**config.mk**
```make
export PLATFORM = sky130hd
export DESIGN_NAME = fwd_hazard_unit_flat
export DESIGN_NICKNAME = d
export VERILOG_FILES = /design/src/rtl/fwd_hazard_if.sv /design/src/rtl/fwd_hazard_unit.sv /design/src/flat_wrapper.sv
export SDC_FILE = /design/constraint.sdc
export NUM_CORES = 1
export LEC_CHECK = 0
export ABC_AREA = 1
export CAP_MARGIN = 20
export CORE_ASPECT_RATIO = 0.9
export CORE_MARGIN = 4
export CORE_UTILIZATION = 45
export DETAILED_ROUTE_END_ITERATION = 12
export HOLD_SLACK_MARGIN = 0.05
export PLACE_DENSITY = 0.76
export SETUP_SLACK_MARGIN = 0.15
export SLEW_MARGIN = 5
export SYNTH_ARGS = -nofsm -noshare
export SYNTH_HDL_FRONTEND = slang
export SYNTH_SLANG_ARGS = --single-unit
```
**constraint.sdc**
```tcl
create_clock -name clk -period 1.6 [get_ports clk]
set_input_delay 0.4 -clock clk [delete_from_list [all_inputs] [get_ports clk]]
set_output_delay 0.4 -clock clk [all_outputs]
set_load 0.01 [all_outputs]
```
**src/rtl/fwd_hazard_if.sv**
```systemverilog
// fwd_hazard_if -- ID-stage request / EX-stage control bundle for fwd_hazard_unit.
//   master : decode side, drives the ID instruction fields and flush, and
//            receives stall, forward selects, ex_valid and stall_count.
//   slave  : the hazard unit.
// SELW is the forward-select width, ceil(log2(FWD_STAGES+1)).
interface fwd_hazard_if #(
  parameter int REG_AW     = 5,
  parameter int FWD_STAGES = 2
);
  localparam int SELW = $clog2(FWD_STAGES + 1);

  logic              id_valid;
  logic [REG_AW-1:0] id_rs1;
  logic [REG_AW-1:0] id_rs2;
  logic              id_use_rs1;
  logic              id_use_rs2;
  logic [REG_AW-1:0] id_rd;
  logic              id_regw;
  logic              id_load;
  logic              flush;
  logic              stall;
  logic [SELW-1:0]   fwd_a;
  logic [SELW-1:0]   fwd_b;
  logic              ex_valid;
  logic [15:0]       stall_count;

  modport master (
    output id_valid, id_rs1, id_rs2, id_use_rs1, id_use_rs2,
           id_rd, id_regw, id_load, flush,
    input  stall, fwd_a, fwd_b, ex_valid, stall_count
  );

  modport slave (
    input  id_valid, id_rs1, id_rs2, id_use_rs1, id_use_rs2,
           id_rd, id_regw, id_load, flush,
    output stall, fwd_a, fwd_b, ex_valid, stall_count
  );
endinterface

```
**src/rtl/fwd_hazard_unit.sv**
```systemverilog
// fwd_hazard_unit -- operand forwarding select and load-use stall generation.
// Tracks the FWD_STAGES instructions past ID (entry 0 = EX) and, for each ID
// source, picks the youngest in-flight producer of that register.
//   clk, rst_n : clock, asynchronous active-low reset
//   bus        : fwd_hazard_if.slave
//     in  id_valid/id_rs1/id_rs2/id_use_rs1/id_use_rs2/id_rd/id_regw/id_load, flush
//     out stall (comb), fwd_a/fwd_b (registered, 0 = regfile, s = stage s),
//         ex_valid, stall_count (saturating)
module fwd_hazard_unit #(
  parameter int REG_AW     = 5,
  parameter int FWD_STAGES = 2,
  parameter int LOAD_STAGE = 2
) (
  input  logic         clk,
  input  logic         rst_n,
  fwd_hazard_if.slave  bus
);
  localparam int SELW = $clog2(FWD_STAGES + 1);

  typedef struct packed {
    logic              valid;
    logic [REG_AW-1:0] rd;
    logic              regw;
    logic              load;
  } ent_t;

  ent_t [FWD_STAGES-1:0] pipe_q, pipe_d;
  logic [SELW-1:0]       fwd_a_q, fwd_a_d, fwd_b_q, fwd_b_d;
  logic [15:0]           cnt_q, cnt_d;

  logic [1:0][REG_AW-1:0] src;
  logic [1:0]             use_src;
  logic [1:0][SELW-1:0]   sel;
  logic [1:0]             haz;
  logic                   bubble;

  assign src     = {bus.id_rs2, bus.id_rs1};
  assign use_src = {bus.id_use_rs2, bus.id_use_rs1};

  // Scan oldest to youngest so the youngest match overwrites older ones.
  // A load match is a hazard only while its data is not yet forwardable.
  always_comb begin
    sel = '0;
    haz = '0;
    for (int s = 0; s < 2; s++) begin
      for (int i = FWD_STAGES - 1; i >= 0; i--) begin
        if (pipe_q[i].valid && pipe_q[i].regw && use_src[s] &&
            (src[s] != '0) && (pipe_q[i].rd == src[s])) begin
          sel[s] = SELW'(i + 1);
          haz[s] = pipe_q[i].load && ((i + 1) < LOAD_STAGE);
        end
      end
    end
  end

  // Flush dominates: a killed instruction can never request a stall.
  assign bus.stall = bus.id_valid & ~bus.flush & (|haz);
  assign bubble    = ~bus.id_valid | bus.flush | bus.stall;

  always_comb begin
    pipe_d          = '0;
    pipe_d[0].valid = ~bubble;
    pipe_d[0].rd    = bus.id_rd;
    pipe_d[0].regw  = bus.id_regw;
    pipe_d[0].load  = bus.id_load;
    for (int i = 1; i < FWD_STAGES; i++) pipe_d[i] = pipe_q[i-1];
    fwd_a_d = bubble ? '0 : sel[0];
    fwd_b_d = bubble ? '0 : sel[1];
    cnt_d   = (bus.stall && (cnt_q != 16'hFFFF)) ? cnt_q + 16'd1 : cnt_q;
  end

  always_ff @(posedge clk or negedge rst_n) begin
    if (!rst_n) begin
      pipe_q  <= '0;
      fwd_a_q <= '0;
      fwd_b_q <= '0;
      cnt_q   <= '0;
    end else begin
      pipe_q  <= pipe_d;
      fwd_a_q <= fwd_a_d;
      fwd_b_q <= fwd_b_d;
      cnt_q   <= cnt_d;
    end
  end

  assign bus.fwd_a       = fwd_a_q;
  assign bus.fwd_b       = fwd_b_q;
  assign bus.ex_valid    = pipe_q[0].valid;
  assign bus.stall_count = cnt_q;
endmodule

```
**src/flat_wrapper.sv**
```systemverilog
// flat-port wrapper written by rule: the top's interface ports become plain ports
module fwd_hazard_unit_flat 
#(
  parameter int REG_AW     = 5,
  parameter int FWD_STAGES = 2,
  parameter int LOAD_STAGE = 2
)
  (clk, rst_n, bus_id_valid, bus_id_rs1, bus_id_rs2, bus_id_use_rs1, bus_id_use_rs2, bus_id_rd, bus_id_regw, bus_id_load, bus_flush, bus_stall, bus_fwd_a, bus_fwd_b, bus_ex_valid, bus_stall_count);
  fwd_hazard_if #(.REG_AW(REG_AW), .FWD_STAGES(FWD_STAGES)) bus_i ();
  input  logic clk;
  input  logic rst_n;
  input wire logic [$bits(bus_i.id_valid)-1:0] bus_id_valid;
  input wire logic [$bits(bus_i.id_rs1)-1:0] bus_id_rs1;
  input wire logic [$bits(bus_i.id_rs2)-1:0] bus_id_rs2;
  input wire logic [$bits(bus_i.id_use_rs1)-1:0] bus_id_use_rs1;
  input wire logic [$bits(bus_i.id_use_rs2)-1:0] bus_id_use_rs2;
  input wire logic [$bits(bus_i.id_rd)-1:0] bus_id_rd;
  input wire logic [$bits(bus_i.id_regw)-1:0] bus_id_regw;
  input wire logic [$bits(bus_i.id_load)-1:0] bus_id_load;
  input wire logic [$bits(bus_i.flush)-1:0] bus_flush;
  output wire logic [$bits(bus_i.stall)-1:0] bus_stall;
  output wire logic [$bits(bus_i.fwd_a)-1:0] bus_fwd_a;
  output wire logic [$bits(bus_i.fwd_b)-1:0] bus_fwd_b;
  output wire logic [$bits(bus_i.ex_valid)-1:0] bus_ex_valid;
  output wire logic [$bits(bus_i.stall_count)-1:0] bus_stall_count;
  assign bus_i.id_valid = bus_id_valid;
  assign bus_i.id_rs1 = bus_id_rs1;
  assign bus_i.id_rs2 = bus_id_rs2;
  assign bus_i.id_use_rs1 = bus_id_use_rs1;
  assign bus_i.id_use_rs2 = bus_id_use_rs2;
  assign bus_i.id_rd = bus_id_rd;
  assign bus_i.id_regw = bus_id_regw;
  assign bus_i.id_load = bus_id_load;
  assign bus_i.flush = bus_flush;
  assign bus_stall = bus_i.stall;
  assign bus_fwd_a = bus_i.fwd_a;
  assign bus_fwd_b = bus_i.fwd_b;
  assign bus_ex_valid = bus_i.ex_valid;
  assign bus_stall_count = bus_i.stall_count;
  fwd_hazard_unit #(.REG_AW(REG_AW), .FWD_STAGES(FWD_STAGES), .LOAD_STAGE(LOAD_STAGE)) u_core (.clk(clk), .rst_n(rst_n), .bus(bus_i));
endmodule
```
==> results of run 1 <==
[report_power, final]
group	switching (mW)	total, mW	internal (mW)
combinational	0.134	0.263	0.129
sequential	0.0207	0.927	0.906
clock	0.316	0.820	0.504
total	0.471	2.01	1.54
[critical path, stage by stage, from the launching register on]
cell and delay (ps):
dfrtp_2 440, inv_2 80, nor2_2 40, nor2_1 130
nand2_1 110, nor2_2 160, nand2_2 90, buf_4 130
buf_4 130, buf_6 110, buf_6 110, buf_6 100
buf_6 100, buf_6 100, buf_6 100, nand4_1 70
nor2_1 50
[flip-flops by register name, summed over array words and instances, names as in the netlist]
signal	count
u_core.pipe_d	7
u_core.bus.fwd_a	2
u_core.bus.stall_count	16
u_core.bus.ex_valid	1
u_core.pipe_q	7
u_core.bus.fwd_b	2
[metal layers]
metal | track usage | routed length [um]
met1 | 0.3115 | 2707
met3 | 0.04707 | 446
met4 | 0.1223 | 172
met5 | 0 | 0
met2 | 0.3717 | 3172
[cell families (layout without fill, tap and decap cells)]
family                   count (synthesis)  count (layout)  synth area share
adder cells (fa/ha/maj)                  1               1          0.006273
flip-flops                              35              35            0.4391
AND/OR/NAND/NOR                        158             159            0.3689
AO/OA/AOI/OAI                            5               5           0.01506
buffers and inverters                   36             145           0.07403
XOR/XNOR                                22              22           0.09661
[what timing repair did]
item / in CTS / in global routing
gates resized for setup: 63 / 26
endpoints found under the setup margin: 43 / 23
hold buffers: 0 / 0
cloned: 2 / 0
pin swaps: 16 / 13
setup buffers: 27 / 4
[final timing paths]
path                                        to  slack [ps]  cells past startpoint
max                        u_core.bus.fwd_b[1]        -560                     16
min                           u_core.pipe_q[9]         400                      0
max reg2reg                u_core.bus.fwd_b[1]        -560                     16
min reg2reg                   u_core.pipe_q[9]         400                      0
max in group asynchronous    u_core.pipe_d[11]         930                      2
min in group asynchronous    u_core.pipe_q[12]         460                      2
[area by class of cell]
| class | count | area (sq um) | share of cell area |
|---|---|---|---|
| multi-input cells | 187 | 1110 | 0.3423 |
| well taps | 60 | 75.07 | 0.02316 |
| flip-flops and latches | 35 | 880.8 | 0.2717 |
| clock inverters | 2 | 35.03 | 0.01081 |
| inverters | 31 | 116.4 | 0.03589 |
| clock buffers | 6 | 82.58 | 0.02547 |
| repair buffers | 106 | 942.2 | 0.2906 |
[layout by cell type, fill, tap and decap left out, types with 2 or more instances in the layout]
cell | netlist | layout
nand2_1 | 77 | 62
buf_4 | 1 | 48
dlygate4sd2_1 | 0 | 32
dfrtp_1 | 35 | 31
nor2_1 | 35 | 27
nand4_1 | 26 | 26
inv_1 | 26 | 21
nand2_2 | 4 | 18
xnor2_1 | 14 | 12
buf_6 | 1 | 11
inv_2 | 5 | 10
clkdlybuf4s50_1 | 0 | 10
xor2_1 | 8 | 8
nor2_2 | 0 | 7
clkbuf_8 | 0 | 6
nand3_1 | 4 | 4
dfrtp_2 | 0 | 4
nor2_4 | 2 | 3
a21oi_1 | 3 | 3
xnor2_2 | 0 | 2
nor3_1 | 4 | 2
nand4_4 | 1 | 2
buf_12 | 0 | 2
==> results.sh, run 1 <==
export IMPL_status="finished, violations left"
export IMPL_rsz0062_at_grt="true"
export IMPL_num_fill_cells=270
export IMPL_vias_per_cell=5.176
export IMPL_synth_ff_type="dfrtp_1"
export IMPL_max_freq_mhz=463.5
export IMPL_cap_violations=0
export IMPL_die_area_sq_um=5563
export IMPL_rows=22
export IMPL_synthToLayoutAreaGrowth_pct=62.55
export IMPL_grt_max_degree=36
export IMPL_slew_viol_final=0
export IMPL_dp_cells=386
export IMPL_die_x_um=78.18
export IMPL_netlist_top_cells_count="77 x nand2_1, 35 x dfrtp_1, 35 x nor2_1, 26 x inv_1, 26 x nand4_1"
export IMPL_place_congestion=0.8709
export IMPL_fin_ws_ps=-557.6
export IMPL_vias=2210
export IMPL_synthesis_nets=281
export IMPL_hold_class="reg -> reg"
export IMPL_io_pins=45
export IMPL_grt_pass1_vias=2155
export IMPL_setup_violations=22
export IMPL_p_total_mw=2.009
export IMPL_cts_buffer_depth=2
export IMPL_place_area_sq_um=2746
export IMPL_ys_types=25
export IMPL_max_slew_margin=0.7235
export IMPL_yosysTopAreaCellShare=0.4391
export IMPL_p_leak_nw=1.743
export IMPL_fp_dieH_um=71.16
export IMPL_power_density_nw_per_um2=619.8
export IMPL_ir_drop_mv=0.5041
export IMPL_synth_avg_cell_area_sq_um=7.760
export IMPL_ant_nets=0
export IMPL_finalHoldViolCount=0
export IMPL_wire_per_inst_um=15.22
export IMPL_io_buffers=44
export IMPL_grt_pass1_wl_mm=10.25
export IMPL_fin_nets=390
export IMPL_synth_area_leaders="dfrtp_1 44%, nand2_1 14%, nand4_1 8.2%"
export IMPL_hold_start="u_core.pipe_d[9]"
export IMPL_start_util=0.4767
export IMPL_totalWireLength_mm=6.500
export IMPL_finalSetupTns_ps=-6554
export IMPL_final_cells=427
export IMPL_cts_tree="done"
export IMPL_violations="negative setup slack"
export IMPL_ys_ff_latch=35
export IMPL_dp_hpwl_mm=3.703
export IMPL_synth_cells=257
export IMPL_hold_ws_ps=396.7
export IMPL_dp_slack_ps=-1049
export IMPL_critPathKind="reg -> reg"
export IMPL_worst_slew_pin_transition_ps=411.6
export IMPL_r2r_start="u_core.pipe_d[13]"
export IMPL_drtPass1Iterations=5
export IMPL_crit_required_ps=1780
export IMPL_antenna_found_initial=0
export IMPL_synth_most_common_cell="nand2_1"
export IMPL_cts_root_buf="clkbuf_8"
export IMPL_h_tree_depth=2
export IMPL_drc=0
export IMPL_yosys_area_top_type="dfrtp_1"
export IMPL_synthArstFlopShare=1.000
export IMPL_start_kind="register"
export IMPL_grtUsageTotal=0.2369
export IMPL_diodes=0
export IMPL_coreArea_sq_um=4184
export IMPL_fin_skew_ps=9.029
export IMPL_drt_iter0_markers=222
export IMPL_arrival_ps=2340
export IMPL_cts_sinks=35
export IMPL_overflow=0
export IMPL_finalCriticalPeriod_ps=2158
export IMPL_clk_pin_slew_worst_paths_ps=70
export IMPL_drive_above_1_share=0.3433
export IMPL_utilization=0.7748
export IMPL_stdcell_area_sq_um=3242
export IMPL_crit_fanout=4
export IMPL_yosysWarnings=0
export IMPL_synth_seq_area_share=0.4391
export IMPL_synth_edff_count=0
export IMPL_clk_latency_ps=300
export IMPL_cp_end_kind="register"
export IMPL_crit_start="u_core.pipe_d[13]"
export IMPL_numCtsBuffers=5
export IMPL_period_share=1.349
export IMPL_syn_area_sq_um=1994
(Power assumes the default switching activity.)
==> run 2, diff against run 1 <==
--- a/config.mk
+++ b/config.mk
@@ -12,7 +12,7 @@
 export CORE_UTILIZATION = 45
 export DETAILED_ROUTE_END_ITERATION = 12
 export HOLD_SLACK_MARGIN = 0.05
-export PLACE_DENSITY = 0.76
+export PLACE_DENSITY_LB_ADDON = 0.12
 export SETUP_SLACK_MARGIN = 0.15
 export SLEW_MARGIN = 5
 export SYNTH_ARGS = -nofsm -noshare
==> run 2 against run 1 <==
  * The run still ends with negative setup slack left
  * Critical path depth decreased by 7
  * Cell count increased by 2.3%
  * Utilization increased by 3.3 points
  * Routed wire length increased by 2.8%
  * Combinational power increased by 14%
  * Die area unchanged
  * First-iteration DRC count increased by 12%
  * Cell area increased by 4.2%
  * Maximum frequency increased by 0.61%
  * Global-route usage decreased by 2.7 points
  * Sequential power about the same
  * Critical path type is now reg -> out
==> results.sh, run 2 (synthesis gave the netlist of run 1 again) <==
export IMPL_status="finished, violations left"
export IMPL_violations="negative setup slack"
export IMPL_drtPass1Iterations=7
export IMPL_finalCriticalPeriod_ps=2145
export IMPL_num_fill_cells=263
export IMPL_wire_per_inst_um=15.28
export IMPL_synthToLayoutAreaGrowth_pct=69.39
export IMPL_cts_sinks=35
export IMPL_arrival_ps=1740
export IMPL_cts_root_buf="clkbuf_8"
export IMPL_power_density_nw_per_um2=648.2
export IMPL_fin_skew_ps=13.99
export IMPL_coreArea_sq_um=4184
export IMPL_grtUsageTotal=0.2095
export IMPL_start_kind="register"
export IMPL_p_leak_nw=1.773
export IMPL_fin_nets=400
export IMPL_grtUsageMet2=0.3089
export IMPL_drive_above_1_share=0.3607
export IMPL_slew_viol_final=0
export IMPL_place_congestion=0.8590
export IMPL_cp_end_kind="output pin"
export IMPL_start_util=0.4767
export IMPL_vias_per_cell=5.105
export IMPL_register_area_sq_um=879.6
export IMPL_cap_violations=0
export IMPL_layout_commonest_cell="nand2_1"
export IMPL_ant_nets=0
export IMPL_dp_hpwl_mm=3.680
export IMPL_grt_busiest_layer="met2"
export IMPL_hold_class="reg -> reg"
export IMPL_critPathKind="reg -> out"
export IMPL_clk_latency_ps=300
export IMPL_io_buffers=44
export IMPL_cts_buffer_depth=2
export IMPL_numCtsBuffers=5
export IMPL_period_share=1.340
export IMPL_final_cell_mix="70 x nand2_1, 44 x buf_4, 32 x dfrtp_1"
export IMPL_h_tree_depth=2
export IMPL_crit_required_ps=1200
export IMPL_crit_start="u_core.pipe_d[13]"
export IMPL_r2r_start="u_core.pipe_d[13]"
export IMPL_max_freq_mhz=466.3
export IMPL_setup_violations=21
export IMPL_io_pins=45
export IMPL_drt_iter0_markers=248
export IMPL_cts_hold_buf=0
export IMPL_vias=2231
export IMPL_worst_slew_pin_transition_ps=410.3
export IMPL_utilization=0.8074
export IMPL_groute_layer_met1_usage=0.3058
export IMPL_die_x_um=78.18
export IMPL_fp_dieH_um=71.16
export IMPL_diodes=0
export IMPL_grt_pass1_wl_mm=9.294
export IMPL_rows=22
export IMPL_grt_pass1_vias=1961
export IMPL_totalWireLength_mm=6.679
export IMPL_overflow=0
export IMPL_drc=0
export IMPL_crit_fanout=4
export IMPL_largest_reg_flops=16
export IMPL_use_met3=0.05089
export IMPL_die_area_sq_um=5563
export IMPL_multi_input_area_sq_um=1094
export IMPL_ir_drop_mv=0.4263
export IMPL_cts_tree="done"
export IMPL_finalHoldViolCount=0
export IMPL_clk_pin_slew_worst_paths_ps=80
export IMPL_antenna_found_initial=0
export IMPL_fin_ws_ps=-544.6
export IMPL_rsz0062_at_grt="true"
export IMPL_grt_max_degree=36
export IMPL_max_slew_margin=0.7243
export IMPL_hold_start="u_core.pipe_d[9]"
export IMPL_hold_ws_ps=409.9
==> run 2: changes by cell type in the layout (fill, tap and decap cells not counted), sizes merged <==
cell,delta
bufinv,+1
clkdlybuf4s15,+3
dlygate4sd2,-12
clkbuf,+4
clkinv,-1
nand4,-1
buf,+15
clkinvlp,+1
==> run 2: cell type report <==
class,count,area share
Multi-Input combinational cell,186,0.3237
Tap cell,60,0.02222
Clock buffer,5,0.02037
Timing Repair Buffer,117,0.3189
Sequential cell,35,0.2604
Inverter,31,0.03444
Clock inverter,3,0.02000
==> run 2: critical path, stage by stage (launching register included) <==
cell and delay [ps]:
dfrtp_1 440, inv_1 80, nand2_1 90, nand4_1 130, nor2_1 150, nand2_1 120, nand2_2 110, nand2_2 70
nor3_2 100, buf_2 150
==> run 2: metal layers <==
| metal | share of wire | wire length [um] | vias up |
|---|---|---|---|
| met5 | 0 | 0 | - |
| met4 | 0.019 | 130 | 0 |
| met3 | 0.071 | 476 | 13 |
| met2 | 0.45 | 3017 | 105 |
| met1 | 0.46 | 3054 | 1060 |
| li1 | - | - | 1053 |
==> run 2: report_power, final <==
part	switching, mW	internal [mW]
registers	0.0210	0.905
clock network	0.342	0.622
logic	0.147	0.154
==> run 2: final timing paths <==
| check | to | slack (ps) | cells past startpoint |
|---|---|---|---|
| worst min-delay path | u_core.pipe_q[9] | 410 | 0 |
| worst max-delay path | bus_stall | -540 | 9 |
| worst max register to register | u_core.bus.fwd_b[1] | -440 | 14 |
| min in group asynchronous | u_core.bus.fwd_a[0] | 470 | 2 |
| worst min register to register | u_core.pipe_q[9] | 410 | 0 |
| max in group asynchronous | u_core.bus.stall_count[12] | 920 | 2 |
==> run 2: metrics by stage <==
step / total power [mW] / setup TNS (ps) / worst slack (ps) / instances / area [sq um]
2_1_floorplan: 1.022 / -42.48 / -42.48 / 257 / 2018
3_3_place_gp: 1.171 / -10320 / -986.1 / 388 / 2761
3_5_place_dp: 1.176 / -10720 / -1022 / 388 / 2761
4_1_cts: 2.146 / -6667 / -486.9 / 424 / 3162
5_1_grt: 2.256 / -8482 / -638.4 / 437 / 3378
6_report: 2.190 / -7093 / -544.6 / 437 / 3378
==> run 2: timing repair <==
action | in CTS | in global routing
buffers inserted | 28 | 12
cloned | 0 | 1
pin swaps | 14 | 24
setup endpoints to repair | 43 | 31
resized for setup | 78 | 52
==> run 3, diff against run 2 <==
--- a/config.mk
+++ b/config.mk
@@ -9,7 +9,7 @@
 export CAP_MARGIN = 20
 export CORE_ASPECT_RATIO = 0.9
 export CORE_MARGIN = 4
-export CORE_UTILIZATION = 45
+export CORE_UTILIZATION = 54
 export DETAILED_ROUTE_END_ITERATION = 12
 export HOLD_SLACK_MARGIN = 0.05
 export PLACE_DENSITY_LB_ADDON = 0.12
==> constraint.sdc (replaced) <==
create_clock -name clk -period 2.5 [get_ports clk]
set_input_delay 0.625 -clock clk [delete_from_list [all_inputs] [get_ports clk]]
set_output_delay 0.625 -clock clk [all_outputs]
set_load 0.01 [all_outputs]
==> run 3 against run 2 <==
  * The run now ends clean
  * Global-route usage up 7.4 points
  * Setup slack better by 590 ps
  * Largest power group is now registers
  * Total power down 46%
  * Sequential share of layout area up 4.2 points
  * Cell area down 14%
  * Via count up 3.9%
  * Cell count down 11%
  * Clock skew down 6.6 ps
  * Non-clock buffer count down 33
==> results.sh, run 3 (synthesis gave the netlist of run 1 again) <==
export IMPL_finalCriticalPeriod_ps=2450
export IMPL_max_slew_margin=0.6102
export IMPL_numCtsBuffers=5
export IMPL_start_util=0.5775
export IMPL_largest_reg_flops=16
export IMPL_multi_input_area_sq_um=1060
export IMPL_grt_max_degree=36
export IMPL_cts_sinks=35
export IMPL_max_freq_mhz=408.1
export IMPL_h_tree_depth=2
export IMPL_grt_pass1_wl_mm=10.04
export IMPL_io_buffers=44
export IMPL_wire_per_inst_um=17.61
export IMPL_coreArea_sq_um=3453
export IMPL_synthToLayoutAreaGrowth_pct=45.67
export IMPL_finalHoldViolCount=0
export IMPL_finalSetupTns_ps=0
export IMPL_crit_fanout=3
export IMPL_utilization=0.8413
export IMPL_wl_met1_mm=2.542
export IMPL_cts_hold_buf=0
export IMPL_grt_pass1_vias=2095
export IMPL_dr_wl_met2_mm=3.077
export IMPL_clk_latency_ps=300
export IMPL_setup_violations=0
export IMPL_start_kind="input port"
export IMPL_drc=0
export IMPL_status="completed"
export IMPL_place_congestion=0.9539
export IMPL_dp_slack_ps=-631.1
export IMPL_fin_nets=368
export IMPL_register_area_sq_um=877.1
export IMPL_p_leak_nw=1.472
export IMPL_cts_buffer_depth=2
export IMPL_drive_above_1_share=0.2841
export IMPL_ant_nets=0
export IMPL_ir_drop_mv=0.3947
export IMPL_drt_iter0_markers=348
export IMPL_dp_hpwl_mm=3.661
export IMPL_num_fill_cells=203
export IMPL_cp_end_kind="output pin"
export IMPL_io_pins=45
export IMPL_power_density_nw_per_um2=406.3
export IMPL_cts_root_buf="clkbuf_8"
export IMPL_arrival_ps=1830
export IMPL_critPathKind="in -> out"
export IMPL_die_area_sq_um=4731
export IMPL_grtUsageTotal=0.2838
export IMPL_layout_commonest_cell="nand2_1"
export IMPL_p_total_mw=1.181
export IMPL_fin_skew_ps=7.416
export IMPL_antenna_found_initial=0
export IMPL_final_cell_mix="72 x nand2_1, 40 x buf_4, 34 x dfrtp_1"
export IMPL_slew_viol_final=0
export IMPL_diodes=0
export IMPL_wl_met3_um=813
export IMPL_vias=2319
export IMPL_fp_dieH_um=65.66
export IMPL_rows=20
export IMPL_totalWireLength_mm=6.851
export IMPL_overflow=0
export IMPL_hold_class="reg -> reg"
export IMPL_hold_ws_ps=381.7
export IMPL_rsz0062_at_grt="true"
export IMPL_drtPass1Iterations=6
export IMPL_cts_tree="done"
export IMPL_cap_violations=0
export IMPL_top_layer_used="met4"
export IMPL_crit_required_ps=1880
export IMPL_period_share=0.9801
export IMPL_vias_per_cell=5.961
export IMPL_die_x_um=72.06
export IMPL_clk_pin_slew_worst_paths_ps=80
export IMPL_fin_ws_ps=49.67
export IMPL_worst_slew_pin_transition_ps=582.5
## run 3: critical path, stage by stage
cell             delay, ps
clkdlybuf4s15_2        230
xnor2_2                180
nand2_1                 90
nor2_1                 160
nand2_1                120
nand2_2                 90
nand2_2                 60
nor3_2                 110
buf_2                  150
## run 3: path summary, 6_finish.rpt
| kind | cells past startpoint | slack, ps | startpoint | endpoint |
|---|---|---|---|---|
| min in group asynchronous | 2 | 730 | rst_n | u_core.pipe_d[11] |
| max in group asynchronous | 2 | 1420 | rst_n | u_core.pipe_d[13] |
| worst min register to register | 0 | 380 | u_core.pipe_d[9] | u_core.pipe_q[9] |
| worst max-delay path | 9 | 50 | bus_id_rs2[0] | bus_stall |
| worst min-delay path | 0 | 380 | u_core.pipe_d[9] | u_core.pipe_q[9] |
| worst max register to register | 16 | 180 | u_core.pipe_d[14] | u_core.bus.stall_count[11] |
## run 3: cell type report
class,instances,area share
multi-input combinational,187,0.3648
sequential,35,0.3019
timing repair buffer,84,0.2450
inverter,31,0.04005
clock buffer,6,0.02498
tap,44,0.01895
clock inverter,2,0.004307
## run 3: metrics by stage
step	instance area, sq um	instances
6_report	2905	389
5_1_grt	2905	389
4_1_cts	2845	385
3_5_place_dp	2586	357
3_3_place_gp	2586	357
2_1_floorplan	1994	257
## run 3: routing by layer
layer / vias up / track usage
met2: 214 / 0.4284
met4: 0 / 0.1620
met3: 59 / 0.07645
li1: 990 / -
met1: 1056 / 0.3652
met5: - / 0
## run 3: repair_timing
| action | 4_1_cts | 5_1_grt |
|---|---|---|
| endpoints found under the setup margin | 1 | 17 |
| gates resized for setup | 46 | 30 |
| pin swaps | 20 | 22 |
| cloned | 1 | 0 |
| buffers inserted | 19 | 4 |
## run 3: where the power goes
part	internal (mW)	switching [mW]
Clock	0.195	0.219
Sequential	0.579	0.0156
Combinational	0.0843	0.0881
Total	0.858	0.323
